==> src/rtl/gty_bringup_seq.sv <==
// -----------------------------------------------------------------------------
// gty_bringup_seq
//
// Bring-up and recovery sequencer for the GTY transceiver reset tree. Pulses
// reset_all, waits for QPLL lock, pulses the TX/RX datapath resets, then waits
// for both reset-done flags. Each wait phase is bounded by a timeout; a timed
// out attempt re-runs the whole sequence up to MAX_RETRIES extra times before
// parking in FAIL. Status is exported as a GPIO-readable word.
//
// Optional feature macro: GTY_SEQ_AUTO_RELOCK_EN
//   defined   : loss of QPLL lock in READY sets timeout_seen and takes the retry
//               path; entering READY clears the retry count.
//   undefined : loss of QPLL lock in READY goes straight to FAIL; the retry
//               count is kept on reaching READY.
//
// Parameters
//   SETTLE_CYCLES  : cycles each reset pulse is held high (>= 1)
//   TIMEOUT_CYCLES : cycles allowed in a wait phase before the attempt fails
//   MAX_RETRIES    : full re-sequences allowed after the first attempt (0..15)
//
// Ports
//   clk                : single clock, rising edge
//   rst                : asynchronous active-high reset
//   start              : one-cycle request, honoured in IDLE, READY and FAIL
//   abort              : one-cycle request, forces IDLE from any state
//   gty_slow_flags_in  : [0] qpll_lock, [1] tx_reset_done, [2] rx_reset_done
//                        (asynchronous to clk; other bits ignored)
//   gty_slow_flags_out : [0] reset_all, [1] reset_tx_datapath,
//                        [2] reset_rx_datapath; other bits 0
//   gpio_out           : [2:0] state, [6:3] retry count, [7] busy, [8] ready,
//                        [9] fail, [10] timeout_seen; other bits 0
//
// States
//   state     | meaning
//   ----------+----------------------------------------------------------
//   IDLE      | 0: quiescent, all resets low, waiting for start
//   RST_ALL   | 1: reset_all held high for SETTLE_CYCLES
//   WAIT_PLL  | 2: waiting for synchronized qpll_lock (timeout bounded)
//   RST_DP    | 3: TX/RX datapath resets held high for SETTLE_CYCLES
//   WAIT_DONE | 4: waiting for tx/rx reset_done (timeout bounded)
//   READY     | 5: link reset tree up, lock monitored
//   FAIL      | 6: retries exhausted (or lock lost), resets low
// -----------------------------------------------------------------------------
module gty_bringup_seq #(
  parameter int unsigned SETTLE_CYCLES  = 64,
  parameter int unsigned TIMEOUT_CYCLES = 1000000,
  parameter int unsigned MAX_RETRIES    = 3
) (
  input  logic        clk,
  input  logic        rst,
  input  logic        start,
  input  logic        abort,
  input  logic [31:0] gty_slow_flags_in,
  output logic [31:0] gty_slow_flags_out,
  output logic [31:0] gpio_out
);

  // The shared phase counter must be able to reach both the settle and the
  // timeout terminal values; normally TIMEOUT_CYCLES is the larger one and
  // the counter saturates there.
  localparam int unsigned CNT_MAX = (TIMEOUT_CYCLES > SETTLE_CYCLES) ?
                                    TIMEOUT_CYCLES : SETTLE_CYCLES;
  localparam int CNT_W = $clog2(CNT_MAX + 1);

  localparam logic [CNT_W-1:0] SETTLE_LAST  = CNT_W'(SETTLE_CYCLES - 1);
  localparam logic [CNT_W-1:0] TIMEOUT_LAST = CNT_W'(TIMEOUT_CYCLES - 1);
  localparam logic [CNT_W-1:0] CNT_SAT      = CNT_W'(CNT_MAX);
  localparam logic [3:0]       RETRY_LIMIT  = 4'(MAX_RETRIES);

  typedef enum logic [2:0] {
    IDLE      = 3'd0,
    RST_ALL   = 3'd1,
    WAIT_PLL  = 3'd2,
    RST_DP    = 3'd3,
    WAIT_DONE = 3'd4,
    READY     = 3'd5,
    FAIL      = 3'd6
  } state_t;

  // ---------------------------------------------------------------------------
  // Input synchronizer for the three status flags used by the FSM
  // ---------------------------------------------------------------------------
  logic [2:0] sync_q1;
  logic [2:0] sync_q2;

  always_ff @(posedge clk or posedge rst) begin
    if (rst) begin
      sync_q1 <= '0;
      sync_q2 <= '0;
    end else begin
      sync_q1 <= gty_slow_flags_in[2:0];
      sync_q2 <= sync_q1;
    end
  end

  logic pll_lock;
  logic tx_done;
  logic rx_done;

  assign pll_lock = sync_q2[0];
  assign tx_done  = sync_q2[1];
  assign rx_done  = sync_q2[2];

  logic unused_flags;
  assign unused_flags = ^gty_slow_flags_in[31:3];

  // ---------------------------------------------------------------------------
  // FSM state and registered outputs
  // ---------------------------------------------------------------------------
  state_t           state;
  state_t           state_nxt;
  logic [CNT_W-1:0] phase_cnt;
  logic [CNT_W-1:0] phase_cnt_nxt;
  logic [3:0]       retry_cnt;
  logic [3:0]       retry_nxt;
  logic             timeout_seen;
  logic             timeout_nxt;
  logic             retry_req;

  logic             reset_all_q;
  logic             reset_dp_q;
  logic             busy_q;
  logic             ready_q;
  logic             fail_q;

  logic             start_ok;

  assign start_ok = start && ((state == IDLE) || (state == READY) || (state == FAIL));

  always_comb begin
    state_nxt   = state;
    retry_nxt   = retry_cnt;
    timeout_nxt = timeout_seen;
    retry_req   = 1'b0;

    if (abort) begin
      state_nxt = IDLE;
    end else if (start_ok) begin
      state_nxt   = RST_ALL;
      retry_nxt   = '0;
      timeout_nxt = 1'b0;
    end else begin
      case (state)
        RST_ALL: begin
          if (phase_cnt == SETTLE_LAST) state_nxt = WAIT_PLL;
        end
        WAIT_PLL: begin
          // Completion is checked first so it wins over a coincident timeout.
          if (pll_lock)                        state_nxt = RST_DP;
          else if (phase_cnt == TIMEOUT_LAST)  retry_req = 1'b1;
        end
        RST_DP: begin
          if (phase_cnt == SETTLE_LAST) state_nxt = WAIT_DONE;
        end
        WAIT_DONE: begin
          if (tx_done && rx_done)              state_nxt = READY;
          else if (phase_cnt == TIMEOUT_LAST)  retry_req = 1'b1;
        end
        READY: begin
          if (!pll_lock) begin
`ifdef GTY_SEQ_AUTO_RELOCK_EN
            retry_req = 1'b1;
`else
            state_nxt = FAIL;
`endif
          end
        end
        IDLE, FAIL: begin
          state_nxt = state;
        end
        default: begin
          state_nxt = IDLE;
        end
      endcase

      if (retry_req) begin
        timeout_nxt = 1'b1;
        if (retry_cnt < RETRY_LIMIT) begin
          state_nxt = RST_ALL;
          if (retry_cnt != 4'hF) retry_nxt = retry_cnt + 4'd1;
        end else begin
          state_nxt = FAIL;
        end
      end

`ifdef GTY_SEQ_AUTO_RELOCK_EN
      // A successful (re)lock starts a fresh retry budget.
      if ((state_nxt == READY) && (state != READY)) retry_nxt = '0;
`endif
    end
  end

  // The phase counter restarts on every state change and otherwise counts up,
  // holding at its saturation value in the long-lived states.
  always_comb begin
    if (state_nxt != state)      phase_cnt_nxt = '0;
    else if (phase_cnt == CNT_SAT) phase_cnt_nxt = phase_cnt;
    else                         phase_cnt_nxt = phase_cnt + 1'b1;
  end

  always_ff @(posedge clk or posedge rst) begin
    if (rst) begin
      state        <= IDLE;
      phase_cnt    <= '0;
      retry_cnt    <= '0;
      timeout_seen <= 1'b0;
      reset_all_q  <= 1'b0;
      reset_dp_q   <= 1'b0;
      busy_q       <= 1'b0;
      ready_q      <= 1'b0;
      fail_q       <= 1'b0;
    end else begin
      state        <= state_nxt;
      phase_cnt    <= phase_cnt_nxt;
      retry_cnt    <= retry_nxt;
      timeout_seen <= timeout_nxt;
      // Output flags are registered from the next state so they line up
      // exactly with the state register.
      reset_all_q  <= (state_nxt == RST_ALL);
      reset_dp_q   <= (state_nxt == RST_DP);
      busy_q       <= (state_nxt == RST_ALL) || (state_nxt == WAIT_PLL) ||
                      (state_nxt == RST_DP)  || (state_nxt == WAIT_DONE);
      ready_q      <= (state_nxt == READY);
      fail_q       <= (state_nxt == FAIL);
    end
  end

  logic [2:0] state_code;
  assign state_code = state;

  assign gty_slow_flags_out = {29'b0, reset_dp_q, reset_dp_q, reset_all_q};
  assign gpio_out           = {21'b0, timeout_seen, fail_q, ready_q, busy_q,
                               retry_cnt, state_code};

endmodule

==> config.mk <==
export PLATFORM = sky130hd
export DESIGN_NAME = gty_bringup_seq
export DESIGN_NICKNAME = d
export VERILOG_FILES = /design/src/rtl/gty_bringup_seq.sv
export SDC_FILE = /design/constraint.sdc
export NUM_CORES = 1
export LEC_CHECK = 0
export CAP_MARGIN = 15
export CORE_MARGIN = 10
export CORE_UTILIZATION = 49
export CTS_BUF_LIST = sky130_fd_sc_hd__clkbuf_8
export DETAILED_ROUTE_END_ITERATION = 7
export GPL_ROUTABILITY_DRIVEN = 1
export PLACE_DENSITY_LB_ADDON = 0.05
export SLEW_MARGIN = 40
export SYNTH_ARGS = -nofsm -noshare
export SYNTH_HDL_FRONTEND = slang
export SYNTH_SLANG_ARGS = --single-unit
==> constraint.sdc <==
create_clock -name clk -period 6.67 [get_ports clk]
set_input_delay 0.667 -clock clk [delete_from_list [all_inputs] [get_ports clk]]
set_output_delay 0.667 -clock clk [all_outputs]
set_load 0.03 [all_outputs]
Yosys cells after proc, flatten, opt, wreduce, memory -nomap -nowiden:

Cells that the tools add are included.

* register bits after elaboration: 39
* bits of input ports: 36
* logic and storage cells: 71

* bitwise gates (word level): 1
* add/sub/neg operators: 2
* reduce and logical (&&, ||, !) cells: 14
* muxes and demuxes: 24
* $lt $le $gt $ge: 1
* eq/ne operators: 18

Operators by type and width (count)
* $eq A20 B20 Y1 const B: 2
* $mux W20: 2
* $mux W3: 9
* $add A20 B1 Y20 const B: 1
* $eq A20 B6 Y1 const B: 1
* $eq A3 B3 Y1 const B: 6
* $pmux W3 S6: 1
* $mux W4: 4
* $eq A3 B2 Y1 const B: 4
* $mux W1: 7
* $eq A3 B1 Y1 const B: 2
* $reduce_bool A2 Y1: 3
* $logic_or A1 B1 Y1: 5
* $add A4 B1 Y4 const B: 1
* $lt A4 B2 Y1 const B: 1
* $ne A4 B4 Y1 const B: 1
* $reduce_and A4 Y1: 1
* $logic_not A3 Y1: 1
* $ne A3 B3 Y1: 1
* $logic_and A1 B1 Y1: 2
* $ne A2 B2 Y1 const B: 1
* $pmux W1 S2: 1
* $reduce_and A2 Y1: 1
* $reduce_or A2 Y1: 1
* $not A1 Y1: 1

Depth between registers and ports, before layout:

* depth after elaboration: 13
* depth in mapped cells: 9

Worst setup path after synthesis:

Ideal clock, no wire load.

* kind: reg2reg
* start: reg phase_cnt[1]
* end: reg phase_cnt[6]
* arrival: 2264 ps
* required time: 6583 ps
* cell stages (with the launch flop): 10
* slack: 4319 ps
* path buffers: 1
* clock period less this slack: 2351 ps
* path through: dfrtp_1 ha_1 nand3_2 or3_4 nor4_4 a21boi_2 o221a_1 a31o_1 buf_6 a211oi_2

* longest elaborated chain between the ends: 11

RTL lines
* start, declared: line 112 `logic [CNT_W-1:0] phase_cnt;`
* start signal, assigned: line 214 `phase_cnt <= phase_cnt_nxt;`
* $eq A20 B20 Y1: line 150, 157
* $mux W1: line 150, 157
* $mux W1, on equally long branches: line 156, 149
* $pmux W1 S2: line 143 `case (state)`
* $mux W1: line 138 `end else if (start_ok) begin`
* $mux W1: line 136 `if (abort) begin`
* $mux W3: line 176 `if (retry_req) begin`
* $mux W3: line 138
* $mux W3: line 136
* $ne A3 B3 Y1: line 196 `if (state_nxt != state) phase_cnt_nxt = '0;`
* $ne A2 B2 Y1 (no line) / $mux W20 (equally long branches)

Several ways; a longest one is shown, not always the timed one. The select of a mux whose other input is x is not followed.
A chain may end at the register's enable or synchronous reset.

Final worst setup path:

* start: reg state[0]
* end: reg phase_cnt[6]

* longest elaborated chain between the ends: 9

RTL lines
* start, declared: line 110 `state_t state;`
* start signal, assigned: line 213 `state <= state_nxt;`
* $eq A3 B3 Y1 / $eq A3 B2 Y1 (equally long branches): line 143
* $pmux W1 S2: line 143
* $mux W1: line 138
* $mux W1: line 136
* $mux W3: line 176
* $mux W3: line 138
* $mux W3: line 136
* $ne A3 B3 Y1 (*): line 196
* $ne A2 B2 Y1 (no line) / $mux W20 (equally long branches)

Mark *: on every way between the ends. The rest lies on a longest branch, timed or not. The select of a mux whose other input is x is not followed.

==> results.env <==
CRITICAL_PATH.REG2REG.STARTPOINT='state[0]'
POWER.STATIC_LEAKAGE_nW=1.25
USE_MET2=0.176
YS_ASYNC_SR_FRACTION=1.00
PEAKVDDDROP_mV=0.135
SYNTH_AREA_PER_CELL_UM2=9.75
GRT_USE_TOTAL=0.117
DRT_ITER0_DRC=74
FLOORPLAN.INITIALDENSITY=0.506
RUN_STATUS='finished clean'
POSTCTSHOLDBUFS=0
WORST-SLEW-PIN-TRANSITION_PS=680
NETLIST_INSTANCES=265
WORST-ENDPOINT-REQUIRED_PS=6810
NUMPLACEDINSTANCES=342
CRITICAL_PATH.CELL_CHAIN='nor2b_1 > o31a_2 > nor2b_1 > a21boi_2 > o221a_1 > a31o_2 > a211oi_2'
REPORT.FINAL.SLEW_VIOL_COUNT=0
IOPINCOUNT=100
NUM_ROWS=26
WORST_HOLD_PATH_TYPE='reg -> reg'
GRT.BUSIEST_LAYER='met2'
POST-LAYOUT-TOTAL-POWER_mW=0.566
FIN_NETS=318
CP-ENDPOINT='phase_cnt[6]'
CRIT_CELLS=7
SYNTH_EDF_COUNT=0
CHIPHEIGHT_UM=92.6
POSTSYNTHREGISTERBITS=39
ROUTABILITYCONGESTION=0.777
WIRE_LENGTH_OF_THE_FIRST_GLOBAL_ROUTING_PASS_MM=8.34
MOST_FREQUENT_CELLS_IN_THE_LAYOUT='sky130_fd_sc_hd__conb_1 (50), sky130_fd_sc_hd__dfrtp_1 (39), sky130_fd_sc_hd__clkdlybuf4s50_1 (20), sky130_fd_sc_hd__nor3_2 (19), sky130_fd_sc_hd__nor2_1 (17)'
CP_DATA_ARRIVAL_TIME_PS=3020
NUMPORTBUFFERS=20
NUM_ANTENNA_CELLS=0
GRT_SETUP_UNREPAIRED='false'
NUMBER_OF_FAILING_SETUP_ENDPOINTS_IN_THE_FINAL_TIMING_REPORT=0
SYNTHESIS.AREA_MM2=0.00258
SYNTH_SEQ_AREA_SHARE=0.378
CP_COMMON_CELL='sky130_fd_sc_hd__nor2b_1'
HPWL_MM=3.65
CTS.REPAIR.RESIZED=0
MAX-CAP-VIOLATIONS=0
FINALNONFILLERCELLS=350
GLOBALROUTEMET1UTIL=0.144
COREAREA_MM2=0.00511
ROUTE.DETAILED.DRC=0
FINALSETUPTNS_PS=0
FINAL_COMMON_CELL='sky130_fd_sc_hd__conb_1'
POWERDENSITY_mW_PER_MM2=209
TIMING.CRITICAL_PATH.MAX_DELAY_FAMILY='compound AO/OA/AOI/OAI gates'
GR-TOTAL-OVERFLOW=0
CLK_TRANSITION_REPORTED_PATHS_PS=80
GRT_USE_MET3=0.0573
CRIT-REG2REG-CAPTURE='phase_cnt[6]'
CRITPATHMAXFANOUT=20
SKEW_PS=7.80
YOSYSUNIQUECELLTYPES=54
CTS_ROOT_BUFFER='sky130_fd_sc_hd__clkbuf_8'
CTS_BUFFER_DEPTH=2
VIAS_PER_CELL=4.77
PERIOD_NEEDED_PS=2880
DETAIL_ROUTE.WIRELENGTH_MM=4.80
WORSTSETUPPATHTYPE='reg -> reg'
CRITICAL_PATH_BUF_INV_COUNT=0
CRITICAL_PATH.STARTPOINT_TYPE='register'
CRIT_START='state[0]'
CP_SLOWEST_CELL='sky130_fd_sc_hd__dfrtp_1'
WORST-R2R-SETUP-SLACK_PS=3790
CRITPATHMAXSTAGEDELAY_PS=650
AREA.GROWTH.SYNTH_TO_FINAL_PCT=4.50
SYNTH_FLOP_CELL='sky130_fd_sc_hd__dfrtp_1'
ROUTE.ANTENNA.REMAINING_NETS=0
YOSYS_WARNINGS=0
TIMING.FMAX_MHz=347
GRT_MAX_DEGREE=40
CLOCK_LATENCY_PS=290
CRITICAL_PATH.ENDPOINT_TYPE='register'
ROUTED_VIA_COUNT=1668
CTS_MAX_LEVEL=2
POST-CTS-SETUP-BUFFER-COUNT=0
SLEW_HEADROOM=0.547
ANTENNA_FOUND_INITIAL=0
FINALCRITPERIODSHARE=0.432
FF2FF_PATH_DEPTH=7
GRT_PASS1_VIAS=1725
TIMING.FINAL.HOLD_VIOLATIONS=0
DIEWIDTH_UM=92.6
CTS.SINK_COUNT=39
CTS-BUFFERS-INSERTED=5
DR.PASS1.ITERS=4
DIE_AREA_MM2=0.00858
FINAL_LAYOUT_SIZE_SUFFIX_GT1_FRAC=0.164
ROUTEDWLPERCELL_UM=13.7
CTS_TREE='yes'
==> metrics by stage <==
stage	hold WS (ps)	utilization	setup WS [ps]	cell area, µm²
floorplan	331	-	4320	2770
global placement	333	0.506	3220	2580
detailed placement	336	0.506	3600	2580
CTS	354	0.529	3770	2700
global route	362	0.529	3560	2700
finish	351	0.529	3790	2700
==> Yosys cell counts (2+ instances only) <==
cell type / instances / share of area
sky130_fd_sc_hd__nor4_1: 2 / 0.0048
sky130_fd_sc_hd__a21oi_1: 2 / 0.0039
sky130_fd_sc_hd__nor2_1: 17 / 0.025
sky130_fd_sc_hd__nor3_2: 19 / 0.074
sky130_fd_sc_hd__ha_1: 3 / 0.015
sky130_fd_sc_hd__xor2_1: 8 / 0.027
sky130_fd_sc_hd__or3_2: 2 / 0.0058
sky130_fd_sc_hd__buf_6: 3 / 0.013
sky130_fd_sc_hd__nand2b_1: 3 / 0.0073
sky130_fd_sc_hd__nor3_1: 6 / 0.012
sky130_fd_sc_hd__nand3_1: 12 / 0.023
sky130_fd_sc_hd__dfrtp_1: 39 / 0.38
sky130_fd_sc_hd__nor4_4: 2 / 0.016
sky130_fd_sc_hd__nand4_1: 3 / 0.0073
sky130_fd_sc_hd__o21ai_0: 6 / 0.012
sky130_fd_sc_hd__nand2_1: 15 / 0.022
sky130_fd_sc_hd__inv_1: 10 / 0.015
sky130_fd_sc_hd__and2_1: 2 / 0.0048
sky130_fd_sc_hd__buf_4: 60 / 0.17
sky130_fd_sc_hd__xnor2_1: 9 / 0.030
sky130_fd_sc_hd__nor2b_1: 6 / 0.015
sky130_fd_sc_hd__and3_1: 4 / 0.0097
==> logic make-up after synthesis <==
kind of cell,share of synthesized area
AND/OR/NAND/NOR,0.267
buffers and inverters,0.203
flip-flops,0.378
AO/OA/AOI/OAI,0.0707
XOR/XNOR,0.0576
adder cells (fa/ha/maj),0.0145
multiplexers,0.00823
other,0.00145
==> power breakdown <==
part           switching [mW]  internal (mW)  total, mW
combinational          0.0747         0.0282      0.103
clock                  0.0799          0.121      0.201
sequential             0.0139          0.248      0.262
==> worst min-delay path by stage <==
stage	start	endpoint	slack (ps)	depth (start not counted)
2_1_floorplan	sync_q1[0]	sync_q2[0]	330	0
3_3_place_gp	sync_q1[2]	sync_q2[2]	330	0
3_5_place_dp	sync_q1[2]	sync_q2[2]	340	0
4_1_cts	sync_q1[2]	sync_q2[2]	350	0
5_1_grt	sync_q1[0]	sync_q2[0]	360	0
6_report	sync_q1[2]	sync_q2[2]	350	0
==> flip-flops by register name (all words and copies together), names as in the netlist <==
name,flops
phase_cnt,20
retry_cnt,4
state,3
sync_q1,3
sync_q2,3
busy_q,1
fail_q,1
ready_q,1
reset_all_q,1
reset_dp_q,1
timeout_seen,1
==> final cells by class <==
type	instances	area [µm²]
fill	484	2410
timing repair buffer	22	215
tap	70	87.6
inverter	10	37.5
sequential	39	976
clock inverter	2	35.0
clock buffer	6	82.6
multi-input combinational	201	1270
==> worst reg2reg max path: cells and delay by family, from the launching register on <==
family | cells | cell delay (ps)
AOI/OAI and AO/OA | 5 | 1420
DFF | 1 | 650
and+or+nand+nor | 2 | 670
==> routing by layer <==
metal,vias to the layer above,wire length [µm]
met5,-,0
met4,0,55
met3,5,470
met2,51,2140
met1,795,2130
li1,817,-
Power figures use the tool's default switching activity.
